$ cat config.mk
export PLATFORM = sky130hd
export DESIGN_NAME = pipeline_hazard_controller_flat
export DESIGN_NICKNAME = d
export VERILOG_FILES = /design/src/rtl/pipeline_hazard_controller_if.sv /design/src/rtl/pipeline_hazard_controller.sv /design/src/flat_wrapper.sv
export SDC_FILE = /design/constraint.sdc
export NUM_CORES = 1
export LEC_CHECK = 0
export ABC_AREA = 1
export BUFFER_PORTS_ARGS = -buffer_cell sky130_fd_sc_hd__buf_2
export CAP_MARGIN = 20
export CORE_ASPECT_RATIO = 1.25
export CORE_MARGIN = 2
export CORE_UTILIZATION = 51
export CTS_BUF_LIST = sky130_fd_sc_hd__clkbuf_4
export CTS_CLUSTER_SIZE = 24
export DETAILED_ROUTE_END_ITERATION = 8
export PLACE_DENSITY = 0.79
export SYNTH_ARGS = -nofsm -noshare
export SYNTH_HDL_FRONTEND = slang
export SYNTH_SLANG_ARGS = --single-unit
$ cat constraint.sdc
create_clock -name clk -period 1.7 [get_ports clk]
set_input_delay 0.17 -clock clk [delete_from_list [all_inputs] [get_ports clk]]
set_output_delay 0.17 -clock clk [all_outputs]
set_load 0.01 [all_outputs]
$ cat src/rtl/pipeline_hazard_controller_if.sv
// -----------------------------------------------------------------------------
// pipeline_hazard_controller_if
// Bundles the signals that pass between the pipeline and its hazard controller.
//   master : pipeline side. Drives the hazard sources (register indices, load
//            flag, branch, dmem handshake, counter clear) and receives the
//            stage enables, flushes, status and performance counters.
//   slave  : hazard controller side. The same signals with the directions
//            reversed.
// Parameter CNT_W sets the width of the two performance counters.
// -----------------------------------------------------------------------------
interface pipeline_hazard_controller_if #(
  parameter int CNT_W = 32
);
  logic [4:0]       if_id_rs1;
  logic [4:0]       if_id_rs2;
  logic             if_id_use_rs1;
  logic             if_id_use_rs2;
  logic [4:0]       id_ex_rd;
  logic             id_ex_mem_read;
  logic             branch_taken;
  logic             dmem_req;
  logic             dmem_ready;
  logic             clr_counters;
  logic             pc_write;
  logic             if_id_write;
  logic             id_ex_write;
  logic             ex_mem_write;
  logic             if_id_flush;
  logic             id_ex_flush;
  logic             mem_wb_flush;
  logic [1:0]       state;
  logic             mem_timeout;
  logic [CNT_W-1:0] stall_cycles;
  logic [CNT_W-1:0] flush_count;

  modport master (
    output if_id_rs1, if_id_rs2, if_id_use_rs1, if_id_use_rs2,
           id_ex_rd, id_ex_mem_read, branch_taken, dmem_req, dmem_ready,
           clr_counters,
    input  pc_write, if_id_write, id_ex_write, ex_mem_write,
           if_id_flush, id_ex_flush, mem_wb_flush, state, mem_timeout,
           stall_cycles, flush_count
  );

  modport slave (
    input  if_id_rs1, if_id_rs2, if_id_use_rs1, if_id_use_rs2,
           id_ex_rd, id_ex_mem_read, branch_taken, dmem_req, dmem_ready,
           clr_counters,
    output pc_write, if_id_write, id_ex_write, ex_mem_write,
           if_id_flush, id_ex_flush, mem_wb_flush, state, mem_timeout,
           stall_cycles, flush_count
  );
endinterface

$ cat src/rtl/pipeline_hazard_controller.sv
// -----------------------------------------------------------------------------
// pipeline_hazard_controller
// Stall and flush control for a five-stage in-order pipeline.
// The stage enables and flushes are combinational (Mealy) outputs. They are
// computed from the current FSM state and the current hazard inputs, with this
// priority: ERR > memory busy > branch taken > load-use > normal.
// A small FSM (RUN / MWAIT / ERR) tracks how long the MEM stage has been
// waiting. A wait that lasts TIMEOUT_CYCLES consecutive cycles ends in ERR,
// which is absorbing until reset.
// Ports:
//   clk   : clock; all state updates on the rising edge
//   rst_n : synchronous, active-low reset
//   hz    : slave modport of pipeline_hazard_controller_if
// -----------------------------------------------------------------------------
module pipeline_hazard_controller #(
  parameter int TIMEOUT_CYCLES = 16,
  parameter int CNT_W          = 32
) (
  input  logic                          clk,
  input  logic                          rst_n,
  pipeline_hazard_controller_if.slave   hz
);

  localparam logic [1:0] RUN   = 2'b00;
  localparam logic [1:0] MWAIT = 2'b01;
  localparam logic [1:0] ERR   = 2'b10;
  localparam int         WAIT_W = $clog2(TIMEOUT_CYCLES + 1);
  localparam logic [WAIT_W-1:0] WAIT_LIMIT = WAIT_W'(TIMEOUT_CYCLES);
  localparam logic [CNT_W-1:0]  CNT_MAX    = {CNT_W{1'b1}};

  logic [1:0]        state_q,        state_d;
  logic [WAIT_W-1:0] wait_cnt_q,     wait_cnt_d;
  logic              mem_timeout_q,  mem_timeout_d;
  logic [CNT_W-1:0]  stall_cycles_q, stall_cycles_d;
  logic [CNT_W-1:0]  flush_count_q,  flush_count_d;

  logic              mem_busy_s;
  logic              load_use_s;
  logic [WAIT_W-1:0] wait_next_s;
  // pc_write, if_id_write, id_ex_write, ex_mem_write, if_id_flush, id_ex_flush, mem_wb_flush
  logic [6:0]        ctrl_s;

  // Hazard detection and prioritised Mealy control outputs
  always_comb begin
    mem_busy_s = hz.dmem_req && !hz.dmem_ready;
    load_use_s = hz.id_ex_mem_read && (hz.id_ex_rd != 5'd0) &&
                 ((hz.if_id_use_rs1 && (hz.if_id_rs1 == hz.id_ex_rd)) ||
                  (hz.if_id_use_rs2 && (hz.if_id_rs2 == hz.id_ex_rd)));
    ctrl_s = 7'b1111_000;
    if (!rst_n) begin
      ctrl_s = 7'b1111_000;            // reset cycle looks like normal flow
    end else if ((state_q == ERR) || mem_busy_s) begin
      ctrl_s = 7'b0000_001;            // freeze everything, bubble into WB
    end else if (hz.branch_taken) begin
      ctrl_s = 7'b1111_110;            // squash IF/ID and ID/EX; hides load-use
    end else if (load_use_s) begin
      ctrl_s = 7'b0011_010;            // hold PC and IF/ID, one-cycle bubble in EX
    end else begin
      ctrl_s = 7'b1111_000;
    end
  end

  // Wait-counter FSM: the counter holds the number of consecutive busy cycles
  always_comb begin
    state_d     = state_q;
    wait_cnt_d  = wait_cnt_q;
    wait_next_s = WAIT_W'(1);
    case (state_q)
      RUN: begin
        wait_next_s = WAIT_W'(1);
        if (mem_busy_s) begin
          wait_cnt_d = wait_next_s;
          state_d    = (wait_next_s >= WAIT_LIMIT) ? ERR : MWAIT;
        end else begin
          wait_cnt_d = {WAIT_W{1'b0}};
          state_d    = RUN;
        end
      end
      MWAIT: begin
        // Never exceeds WAIT_LIMIT because reaching it leaves MWAIT.
        wait_next_s = wait_cnt_q + WAIT_W'(1);
        if (mem_busy_s) begin
          wait_cnt_d = wait_next_s;
          state_d    = (wait_next_s >= WAIT_LIMIT) ? ERR : MWAIT;
        end else begin
          // ready, or the request was withdrawn: both end the wait
          wait_cnt_d = {WAIT_W{1'b0}};
          state_d    = RUN;
        end
      end
      ERR: begin
        state_d    = ERR;
        wait_cnt_d = wait_cnt_q;
      end
      default: begin
        // 2'b11 is unreachable; recover to RUN if it ever appears
        state_d    = RUN;
        wait_cnt_d = {WAIT_W{1'b0}};
      end
    endcase
    mem_timeout_d = (state_d == ERR);
  end

  // Saturating performance counters; a clear takes precedence over a count
  always_comb begin
    stall_cycles_d = stall_cycles_q;
    flush_count_d  = flush_count_q;
    if (hz.clr_counters) begin
      stall_cycles_d = {CNT_W{1'b0}};
      flush_count_d  = {CNT_W{1'b0}};
    end else begin
      if (!ctrl_s[6] && (stall_cycles_q != CNT_MAX)) begin
        stall_cycles_d = stall_cycles_q + CNT_W'(1);
      end else begin
        stall_cycles_d = stall_cycles_q;
      end
      if (ctrl_s[2] && (flush_count_q != CNT_MAX)) begin
        flush_count_d = flush_count_q + CNT_W'(1);
      end else begin
        flush_count_d = flush_count_q;
      end
    end
  end

  // State registers with synchronous active-low reset
  always_ff @(posedge clk) begin
    if (!rst_n) begin
      state_q        <= RUN;
      wait_cnt_q     <= {WAIT_W{1'b0}};
      mem_timeout_q  <= 1'b0;
      stall_cycles_q <= {CNT_W{1'b0}};
      flush_count_q  <= {CNT_W{1'b0}};
    end else begin
      state_q        <= state_d;
      wait_cnt_q     <= wait_cnt_d;
      mem_timeout_q  <= mem_timeout_d;
      stall_cycles_q <= stall_cycles_d;
      flush_count_q  <= flush_count_d;
    end
  end

  // Drive the interface outputs
  always_comb begin
    hz.pc_write     = ctrl_s[6];
    hz.if_id_write  = ctrl_s[5];
    hz.id_ex_write  = ctrl_s[4];
    hz.ex_mem_write = ctrl_s[3];
    hz.if_id_flush  = ctrl_s[2];
    hz.id_ex_flush  = ctrl_s[1];
    hz.mem_wb_flush = ctrl_s[0];
    hz.state        = state_q;
    hz.mem_timeout  = mem_timeout_q;
    hz.stall_cycles = stall_cycles_q;
    hz.flush_count  = flush_count_q;
  end

endmodule

$ cat src/flat_wrapper.sv
// flat-port wrapper written by rule: the top's interface ports become plain ports
module pipeline_hazard_controller_flat 
#(
  parameter int TIMEOUT_CYCLES = 16,
  parameter int CNT_W          = 32
)
  (clk, rst_n, hz_if_id_rs1, hz_if_id_rs2, hz_if_id_use_rs1, hz_if_id_use_rs2, hz_id_ex_rd, hz_id_ex_mem_read, hz_branch_taken, hz_dmem_req, hz_dmem_ready, hz_clr_counters, hz_pc_write, hz_if_id_write, hz_id_ex_write, hz_ex_mem_write, hz_if_id_flush, hz_id_ex_flush, hz_mem_wb_flush, hz_state, hz_mem_timeout, hz_stall_cycles, hz_flush_count);
  pipeline_hazard_controller_if #(.CNT_W(CNT_W)) hz_i ();
  input  logic clk;
  input  logic rst_n;
  input wire logic [$bits(hz_i.if_id_rs1)-1:0] hz_if_id_rs1;
  input wire logic [$bits(hz_i.if_id_rs2)-1:0] hz_if_id_rs2;
  input wire logic [$bits(hz_i.if_id_use_rs1)-1:0] hz_if_id_use_rs1;
  input wire logic [$bits(hz_i.if_id_use_rs2)-1:0] hz_if_id_use_rs2;
  input wire logic [$bits(hz_i.id_ex_rd)-1:0] hz_id_ex_rd;
  input wire logic [$bits(hz_i.id_ex_mem_read)-1:0] hz_id_ex_mem_read;
  input wire logic [$bits(hz_i.branch_taken)-1:0] hz_branch_taken;
  input wire logic [$bits(hz_i.dmem_req)-1:0] hz_dmem_req;
  input wire logic [$bits(hz_i.dmem_ready)-1:0] hz_dmem_ready;
  input wire logic [$bits(hz_i.clr_counters)-1:0] hz_clr_counters;
  output wire logic [$bits(hz_i.pc_write)-1:0] hz_pc_write;
  output wire logic [$bits(hz_i.if_id_write)-1:0] hz_if_id_write;
  output wire logic [$bits(hz_i.id_ex_write)-1:0] hz_id_ex_write;
  output wire logic [$bits(hz_i.ex_mem_write)-1:0] hz_ex_mem_write;
  output wire logic [$bits(hz_i.if_id_flush)-1:0] hz_if_id_flush;
  output wire logic [$bits(hz_i.id_ex_flush)-1:0] hz_id_ex_flush;
  output wire logic [$bits(hz_i.mem_wb_flush)-1:0] hz_mem_wb_flush;
  output wire logic [$bits(hz_i.state)-1:0] hz_state;
  output wire logic [$bits(hz_i.mem_timeout)-1:0] hz_mem_timeout;
  output wire logic [$bits(hz_i.stall_cycles)-1:0] hz_stall_cycles;
  output wire logic [$bits(hz_i.flush_count)-1:0] hz_flush_count;
  assign hz_i.if_id_rs1 = hz_if_id_rs1;
  assign hz_i.if_id_rs2 = hz_if_id_rs2;
  assign hz_i.if_id_use_rs1 = hz_if_id_use_rs1;
  assign hz_i.if_id_use_rs2 = hz_if_id_use_rs2;
  assign hz_i.id_ex_rd = hz_id_ex_rd;
  assign hz_i.id_ex_mem_read = hz_id_ex_mem_read;
  assign hz_i.branch_taken = hz_branch_taken;
  assign hz_i.dmem_req = hz_dmem_req;
  assign hz_i.dmem_ready = hz_dmem_ready;
  assign hz_i.clr_counters = hz_clr_counters;
  assign hz_pc_write = hz_i.pc_write;
  assign hz_if_id_write = hz_i.if_id_write;
  assign hz_id_ex_write = hz_i.id_ex_write;
  assign hz_ex_mem_write = hz_i.ex_mem_write;
  assign hz_if_id_flush = hz_i.if_id_flush;
  assign hz_id_ex_flush = hz_i.id_ex_flush;
  assign hz_mem_wb_flush = hz_i.mem_wb_flush;
  assign hz_state = hz_i.state;
  assign hz_mem_timeout = hz_i.mem_timeout;
  assign hz_stall_cycles = hz_i.stall_cycles;
  assign hz_flush_count = hz_i.flush_count;
  pipeline_hazard_controller #(.TIMEOUT_CYCLES(TIMEOUT_CYCLES), .CNT_W(CNT_W)) u_core (.clk(clk), .rst_n(rst_n), .hz(hz_i));
endmodule
After elaboration in Yosys (flattened, before gate mapping)
Index checks and enable logic that the tools add are counted.
Operators by class
  add/sub/neg operators: 3
  multiply operators: 0
  div/mod/pow operators: 0
  magnitude comparators: 1
  equality and inequality tests: 7
  shift-type cells: 0
  muxes and demuxes: 11
  bitwise gates (word level): 1
  reductions and logical operators: 14
Operator list (number)
  adder 32 x 1 -> 32 bit (second input constant): 2
  != test 32 bit (second input constant): 2
  two-way mux 7 bit: 4
  one-hot mux 5 bit (3 select lines): 1
  == test 5 bit: 2
  logical AND 1 bit: 7
  one-hot mux 2 bit (3 select lines): 1
  adder 5 x 1 -> 5 bit (second input constant): 1
  greater-or-equal comparator 5 bit (second input constant): 1
  two-way mux 5 bit: 1
  nonzero test 5 bit: 1
  == test 2 bit (second input constant): 2
  two-way mux 2 bit: 2
  == test 2 x 1 -> 1 bit (second input constant): 1
  logical NOT 1 bit: 2
  logical NOT 2 bit: 1
  logical OR 1 bit: 2
  two-way mux 1 bit: 2
  OR reduction 2 bit: 1
  NOT 1 bit: 1
Word-level totals
  register bits: 72
  latch bits: 0
  bits in writable memories: 0
  ROM bits: 0
  bits of input ports: 24
  output and inout port bits: 74
  logic and storage cells: 42
  memories: 0

Depth between registers and ports, before layout
Gate-level depths: netlist of the first run.
  depth in word-level cells: 10
  gate-level depth with buffers: 13
  mapped depth without buffers: 12

Least setup slack after synthesis of the first run
No wires, ideal clock.
  kind: reg-to-output
  start: register u_core.state_q[1] (netlist: u_core.hz.state[1])
  end: output hz_pc_write
  data arrival time: 1.718 ns
  data required time: 1.530 ns
  setup slack: -0.188 ns
  stages on the path, launching flop included: 12
  path buffers: 2
  cell sequence: dfxtp_1 -> inv_1 -> nor2_2 -> inv_2 -> o21ai_0 -> inv_1 -> nor2_1 -> inv_1 -> nand2_2 -> buf_2 -> inv_1 -> buf_4
Between the ends
  cells in the longest elaborated chain, start to end: 4
RTL lines
  from (decl): line pipeline_hazard_controller.sv:31  | logic [1:0] state_q, state_d;
  from (signal assigned): line pipeline_hazard_controller.sv:134  | state_q <= state_d;
  == test 2 bit: line pipeline_hazard_controller.sv:52  | end else if ((state_q == ERR) || mem_busy_s) begin
  logical OR 1 bit: line pipeline_hazard_controller.sv:52
  two-way mux 7 bit: line pipeline_hazard_controller.sv:52
  two-way mux 7 bit: line pipeline_hazard_controller.sv:50  | if (!rst_n) begin
  to (decl): line flat_wrapper.sv:21  | output wire logic [$bits(hz_i.pc_write)-1:0] hz_pc_write;
No other way between the ends.

Final worst setup path of the first run
  start: register u_core.stall_cycles_q[1] (netlist: u_core.hz.stall_cycles[1])
  end: register u_core.stall_cycles_q[8] (netlist: u_core.hz.stall_cycles[8])
Between the ends
  cells in the longest elaborated chain, start to end: 2
  elaborated cells between the ends (all ways): 3
  classes of those cells: add/sub: 1; eq/ne: 1; reduce/logical: 1
RTL lines
  from (decl): line pipeline_hazard_controller.sv:34  | logic [CNT_W-1:0] stall_cycles_q, stall_cycles_d;
  from (signal assigned): line pipeline_hazard_controller.sv:131  | stall_cycles_q <= {CNT_W{1'b0}};
  from (signal assigned): line pipeline_hazard_controller.sv:137  | stall_cycles_q <= stall_cycles_d;
  branches (longest 2 deep; another with adder 32 x 1 -> 32 bit)
Parallel ways; which one is timed is not known.
A chain may end at the register's enable or synchronous reset.

==> flow_metrics.tcl, run 1 <==
set metrics [dict create \
    finalWorstSetupSlack_ns -0.1408 \
    wl_mm 17.35 \
    violations "negative setup slack" \
    rsz0062_at_grt "true" \
    fillers 625 \
    clkSlewWorstSetupHoldPaths_ns 0.12 \
    clock_sinks 72 \
    power_density_nw_per_um2 463.2 \
    crit_path_end_kind "flip-flop" \
    hold_path_depth 4 \
    dp_hpwl_mm 10.53 \
    worstReg2RegStart "u_core.hz.stall_cycles[1]$_SDFFE_PP0P_" \
    fin_area_um2 6749 \
    synth_nets 774 \
    critPathRequiredTime_ns 2.01 \
    power_frac_clock 0.355 \
    crit_type "reg2reg" \
    p_int_w 0.002256 \
    yosysUniqueCellTypes 29 \
    whs_endpoint "u_core.wait_cnt_q[0]$_SDFFE_PN0N_" \
    die_h_um 109.8 \
    drv_slew 0 \
    wire_per_inst_um 16.37 \
    grt_usage 0.3299 \
    place_ws_ns -0.1588 \
    switching_power_w 0.0008705 \
    die_area_um2 9740 \
    cts_tree "done" \
    cp_cell_sequence "ha_4 -> nand2_4 -> nor2_4 -> nand2_2 -> nor3_4 -> nand3_4 -> buf_6 -> nand3_1 -> a21oi_2" \
    tightestPinTransition_ns 0.5724 \
    root_buffer "clkbuf_4" \
    timing.final.crit_share 1.083 \
    cts_buffer_depth 2 \
    seq_power_share 0.538 \
    critPathMaxFanout 26 \
    setup_viol 55 \
    ant_nets 0 \
    tns_ns -3.206 \
    fin_crit_ns 1.841 \
    crit_slowest_cell "dfxtp_4" \
    synthTopCellsByArea "dfxtp_1 32%, nand2_1 22%, a21oi_1 7.2%, nor2_1 7.0%, xor2_1 6.3%" \
    cts_made_buffers 9 \
    die_width_um 88.68 \
    drv_cap 0 \
    start_util 0.5253 \
    drc_errors 0 \
    num_vias 5905 \
    drive_gt1_frac 0.3702 \
    grt_pass1_vias 5438 \
    reg2reg_to "u_core.hz.stall_cycles[8]$_SDFFE_PP0P_" \
    place_area_um2 5679 \
    slew_headroom 0.6184 \
    htree_levels 3 \
    crit_family "simple AND/OR/NAND/NOR gates" \
    via_per_inst 5.571 \
    antenna_found_initial 0 \
    synth-seq-cells 72 \
    synth_warnings 0 \
    clock_skew_ns 0.01299 \
    grt_overflow_total 0 \
    drt_first_pass_iters 6 \
    area_growth_syn_to_layout_pct 47.66 \
    ios 98 \
    holdCritStartpoint "hz_dmem_ready" \
    hp-class "in2reg" \
    r2r_slack_ns -0.14 \
    yosys.area.top_type "dfxtp_1" \
    p_leak_nw 2.909 \
    hold_violations 0 \
    gp_congestion 0.9416 \
    netlist_area_um2 4571 \
    cp_num_buf_inv 1 \
    synth.avg_cell_area_um2 6.119 \
    synth-seq-area-share 0.3154 \
    synthCells 747 \
    critPathArrivalTime_ns 2.16 \
    fp.coreArea_um2 8701 \
    antenna_cells 0 \
    status "finished, violations left" \
    fmax_mhz 543.2 \
    port_buffers 97 \
    critPathLaunchType "flip-flop" \
    synth_top_area_frac 0.3154 \
    grt_pass1_wl_mm 24.98 \
    grt_max_degree 43 \
    irDropWorstVdd_v 0.0003488 \
    reg2regPathDepth 9 \
    crit_path_max_incr_delay_ns 0.38 \
    row_count 38 \
    pwr-share-comb 0.107 \
    fin_util 0.7757 \
    hold_slack_ns 0.1603 \
    switching_share 0.2784 \
    clock_latency_ns 0.44 \
    layout.nets 962 \
    first_iter_violations 552 \
]
## registers in the layout, summed over array words and instances, names as in the netlist
signal and flops:
u_core.wait_cnt_q 5, u_core.hz.stall_cycles 32, u_core.hz.state 2, u_core.hz.mem_timeout 1, u_core.hz.flush_count 32
## power by group through the flow
stage          registers [W]  logic, W  clock network [W]
3_3_place_gp         0.00173  0.000214                  0
6_report             0.00168  0.000333            0.00111
4_1_cts              0.00169  0.000285            0.00109
3_5_place_dp         0.00173  0.000219                  0
5_1_grt              0.00168  0.000356            0.00117
2_1_floorplan        0.00174  0.000130                  0
## per-layer routing
| layer | up-vias | share of wire | GRT usage |
|---|---|---|---|
| li1 | 2759 | - | - |
| met1 | 2717 | 0.36 | 0.3694 |
| met2 | 318 | 0.51 | 0.5773 |
| met3 | 111 | 0.073 | 0.06231 |
| met4 | 0 | 0.059 | 0.1840 |
| met5 | - | 0 | 0 |
## cell usage in the layout (no fill, tap or decap), types with 19 or more instances in the layout
cell	netlist	routed
nand2_4	0	19
buf_4	2	86
nor3_1	30	19
inv_1	70	63
buf_2	10	92
a21oi_1	66	42
dfxtp_2	0	20
dfxtp_1	72	44
nand3_1	48	35
a21oi_2	0	24
xor2_1	33	33
nor2_1	85	74
nand2_1	262	235
## cell usage after synthesis, drive strengths merged
master and n:
nand4 11, nand3b 8, or2 1, o21ai 8, inv 73, nand3 49
nor3b 1, nor3 31, clkinv 1, xor2 33, ha 3, clkbuf 7
nor2 88, dfxtp 72, xnor2 11, a221oi 2, buf 15, nand2 266
a22oi 1, a21oi 66
## cell type report
cell class / count / area (um^2) / share of cell area
Clock buffer: 10 / 75.07 / 0.01112
Clock inverter: 6 / 50.05 / 0.007416
Inverter: 74 / 290.3 / 0.04301
Multi-Input combinational cell: 579 / 3236 / 0.4794
Sequential cell: 72 / 1496 / 0.2217
Tap cell: 120 / 150.1 / 0.02225
Timing Repair Buffer: 199 / 1451 / 0.2151
## worst max path at each step
stage,startpoint,to,slack [ns],cells past startpoint
6_report,u_core.hz.stall_cycles[1]$_SDFFE_PP0P_,u_core.hz.stall_cycles[8]$_SDFFE_PP0P_,-0.14,9
5_1_grt,u_core.hz.stall_cycles[1]$_SDFFE_PP0P_,u_core.hz.stall_cycles[8]$_SDFFE_PP0P_,-0.19,9
4_1_cts,u_core.hz.state[1]$_SDFF_PN0_,hz_pc_write,-0.13,11
3_5_place_dp,u_core.hz.stall_cycles[1]$_SDFFE_PP0P_,u_core.hz.stall_cycles[30]$_SDFFE_PP0P_,-0.16,10
3_3_place_gp,u_core.hz.stall_cycles[1]$_SDFFE_PP0P_,u_core.hz.stall_cycles[25]$_SDFFE_PP0P_,-0.11,10
2_1_floorplan,u_core.hz.flush_count[0]$_SDFFE_PP0P_,u_core.hz.flush_count[19]$_SDFFE_PP0P_,0.005,11
## cell families (layout without fill, tap and decap cells)
family / after synthesis / after routing / share of synthesized area
adders and majority gates: 3 / 3 / 0.008213
AOI/OAI and AO/OA: 77 / 77 / 0.08651
buffers and inverters: 96 / 289 / 0.08650
and+or+nand+nor: 455 / 455 / 0.4191
DFF: 72 / 72 / 0.3154
xor gates and xnor gates: 44 / 44 / 0.08431
## worst register-to-register path: stages (launching register included)
cell     delay, ns
dfxtp_4       0.38
ha_4          0.15
nand2_4       0.06
nor2_4        0.13
nand2_2       0.07
nor3_4        0.24
nand3_4       0.20
buf_6         0.25
nand3_1       0.16
a21oi_2       0.07
## repair_timing
item / in CTS / in global routing
hold buffers: 1 / 0
setup buffers: 15 / 13
pin swaps: 16 / 37
resized for setup: 73 / 111
endpoints found under the setup margin: 66 / 70
gates cloned: 3 / 4
hold endpoints to repair: 1 / 0
## metrics by stage
stage,std cells,total power (W)
2_1_floorplan,747,0.001865
3_5_place_dp,1013,0.001952
5_1_grt,1060,0.003212
4_1_cts,1047,0.003069
3_3_place_gp,1013,0.001947
6_report,1060,0.003126
No activity file was read; power rests on OpenSTA's default activity.
==> run 2, diff against run 1 <==
- CELL_PAD_IN_SITES_DETAIL_PLACEMENT: not set -> 1
- CELL_PAD_IN_SITES_GLOBAL_PLACEMENT: not set -> 2
- CORE_UTILIZATION: 51 -> 26
- PLACE_DENSITY: 0.79 -> 0.78
==> run 2 against run 1 <==
Net effect: the run still ends with negative setup slack left; sequential cell count unchanged; register-to-register slack is essentially flat; critical path type is now reg2out; clock power about the same; core utilization shrank 35 points; cell area rose by 9.0%; first-iteration DRC count is 68% lower; combinational power increased by 22%; global-route usage shrank 14 points; worst setup slack lost 0.063 ns; clock skew rose by 0.013 ns; total power rose by 2.5%; maximum frequency is 3.3% lower.
==> flow_metrics.tcl, run 2 (synthesis gave the netlist of run 1 again) <==
set metrics [dict create \
    status "finished, violations left" \
    violations "negative setup slack" \
    critPathMaxFanout 2 \
    holdCritStartpoint "hz_dmem_ready" \
    fin_crit_ns 1.903 \
    start_util 0.2632 \
    die_width_um 122.6 \
    tightestPinTransition_ns 0.3579 \
    irDropWorstVdd_v 0.0003124 \
    critPathArrivalTime_ns 1.73 \
    final_cell_mix "223 x nand2_1, 126 x buf_4, 91 x buf_2" \
    hp-class "in2reg" \
    layout_commonest_cell "nand2_1" \
    dp_cells 1161 \
    wl_mm 19.01 \
    reg2reg_to "u_core.hz.flush_count[16]$_SDFFE_PP0P_" \
    ios 98 \
    power_density_nw_per_um2 435.8 \
    maxUsedRoutingLayer "met4" \
    fin_area_um2 7356 \
    via_per_inst 4.708 \
    first_iter_violations 178 \
    area_growth_syn_to_layout_pct 60.94 \
    timing.final.crit_share 1.120 \
    drt_first_pass_iters 4 \
    die_area_um2 18660 \
    p_int_w 0.002291 \
    drv_cap 0 \
    fmax_mhz 525.4 \
    antenna_found_initial 1 \
    grt_usage 0.1882 \
    tns_ns -3.880 \
    clock_sinks 72 \
    fin_cells 1214 \
    whs_endpoint "u_core.wait_cnt_q[0]$_SDFFE_PN0N_" \
    drv_slew 0 \
    fp.coreArea_um2 17360 \
    critPathLaunchType "flip-flop" \
    hold_violations 0 \
    critPathRequiredTime_ns 1.53 \
    clock_latency_ns 0.48 \
    rsz0062_at_grt "true" \
    crit_type "reg2out" \
    power_frac_clock 0.344 \
    reg2regPathDepth 15 \
    met2_length_mm 10.13 \
    fillers 2255 \
    slew_headroom 0.7596 \
    setup_viol 45 \
    gp_congestion 0.8512 \
    switching_power_w 0.0009145 \
    hold_slack_ns 0.05658 \
    r2r_slack_ns -0.13 \
    clock_skew_ns 0.02626 \
    num_vias 5715 \
    grt_pass1_vias 5580 \
    p_leak_nw 3.204 \
    drc_errors 0 \
    cts_tree "done" \
    grt_overflow_total 0 \
    total_power_w 0.003206 \
    hold_path_depth 4 \
    cts_made_buffers 9 \
    port_buffers 97 \
    wire_per_inst_um 15.66 \
    ant_nets 0 \
    pwr-share-comb 0.127 \
    finalWorstSetupSlack_ns -0.2033 \
    htree_levels 3 \
    cts_buffer_depth 2 \
    layout.nets 1013 \
    root_buffer "clkbuf_4" \
    seq_power_share 0.529 \
    grt_max_degree 45 \
    worstReg2RegStart "u_core.hz.state[1]$_SDFF_PN0_" \
    crit_path_end_kind "output pin" \
    die_h_um 152.2 \
    drive_gt1_frac 0.4014 \
    place_area_um2 6165 \
    clkSlewWorstSetupHoldPaths_ns 0.12 \
    m1WireLength_mm 7.890 \
    dp_hpwl_mm 13.15 \
    dr_wl_met3_um 593 \
    grt_pass1_wl_mm 27.81 \
    row_count 54 \
    switching_share 0.2853 \
]
-- run 2: changes by cell type in the layout (fill, tap and decap cells not counted), sizes merged --
cell      previous run  this run
clkinvlp             0         1
diode                0         1
buf                195       241
clkbuf              13        15
-- run 2: per-layer routing --
metal,vias to the layer above,global-route usage
li1,2859,-
met1,2719,0.2296
met2,106,0.3384
met3,31,0.02769
met4,0,0.05145
met5,-,0
-- run 2: layout make-up --
cell class,instances,area (um^2),share of cell area
multi-input cells,579,3207,0.4360
repair buffers,248,1939,0.2637
flip-flops and latches,72,1464,0.1990
inverters,74,309.0,0.04201
well taps,224,280.3,0.03810
clock buffers,9,67.56,0.009185
clock inverters,5,50.05,0.006804
repair inverters,2,36.28,0.004933
diodes,1,2.502,0.0003402
-- run 2: repair_timing --
item | 4_1_cts | 5_1_grt
cloned | 1 | 10
endpoints found under the setup margin | 54 | 71
resized for setup | 24 | 153
pin swaps | 3 | 29
hold buffers | 1 | 0
hold endpoints to repair | 1 | 0
setup buffers | 11 | 15
-- run 2: power by group through the flow --
stage                     clock network, W  logic, W  registers [W]
after global routing               0.00122  0.000437        0.00170
after detailed placement                 0  0.000247        0.00173
final                              0.00110  0.000407        0.00170
after floorplan                          0  0.000130        0.00174
after CTS                          0.00116  0.000282        0.00170
after global placement                   0  0.000245        0.00173
-- run 2: worst max path at each step --
stage	startpoint	end	slack (ns)	depth (start not counted)
6_report	u_core.hz.state[1]$_SDFF_PN0_	hz_pc_write	-0.20	12
5_1_grt	u_core.hz.state[1]$_SDFF_PN0_	hz_pc_write	-0.33	12
4_1_cts	u_core.hz.state[1]$_SDFF_PN0_	hz_pc_write	-0.27	12
3_5_place_dp	u_core.hz.state[1]$_SDFF_PN0_	u_core.hz.flush_count[29]$_SDFFE_PP0P_	-0.09	11
3_3_place_gp	u_core.hz.state[1]$_SDFF_PN0_	u_core.hz.flush_count[2]$_SDFFE_PP0P_	-0.08	11
2_1_floorplan	u_core.hz.flush_count[0]$_SDFFE_PP0P_	u_core.hz.flush_count[19]$_SDFFE_PP0P_	0.005	11
-- run 2: through the flow --
stage                     worst slack [ns]  utilization
after floorplan                   0.004617            -
after global placement            -0.08389       0.3550
after detailed placement          -0.08724       0.3550
after CTS                          -0.2716       0.3739
after global routing               -0.3278       0.4236
final                              -0.2033       0.4236
-- run 2: worst max-delay path, cell delays in order, from the launching register on --
cell and delay (ns):
dfxtp_2 0.36, inv_2 0.05, nor2_4 0.10, inv_2 0.05, o21ai_2 0.06, inv_2 0.05
buf_6 0.11, nor2_4 0.09, inv_2 0.07, nand2_4 0.07, buf_12 0.11, inv_6 0.03
buf_6 0.10
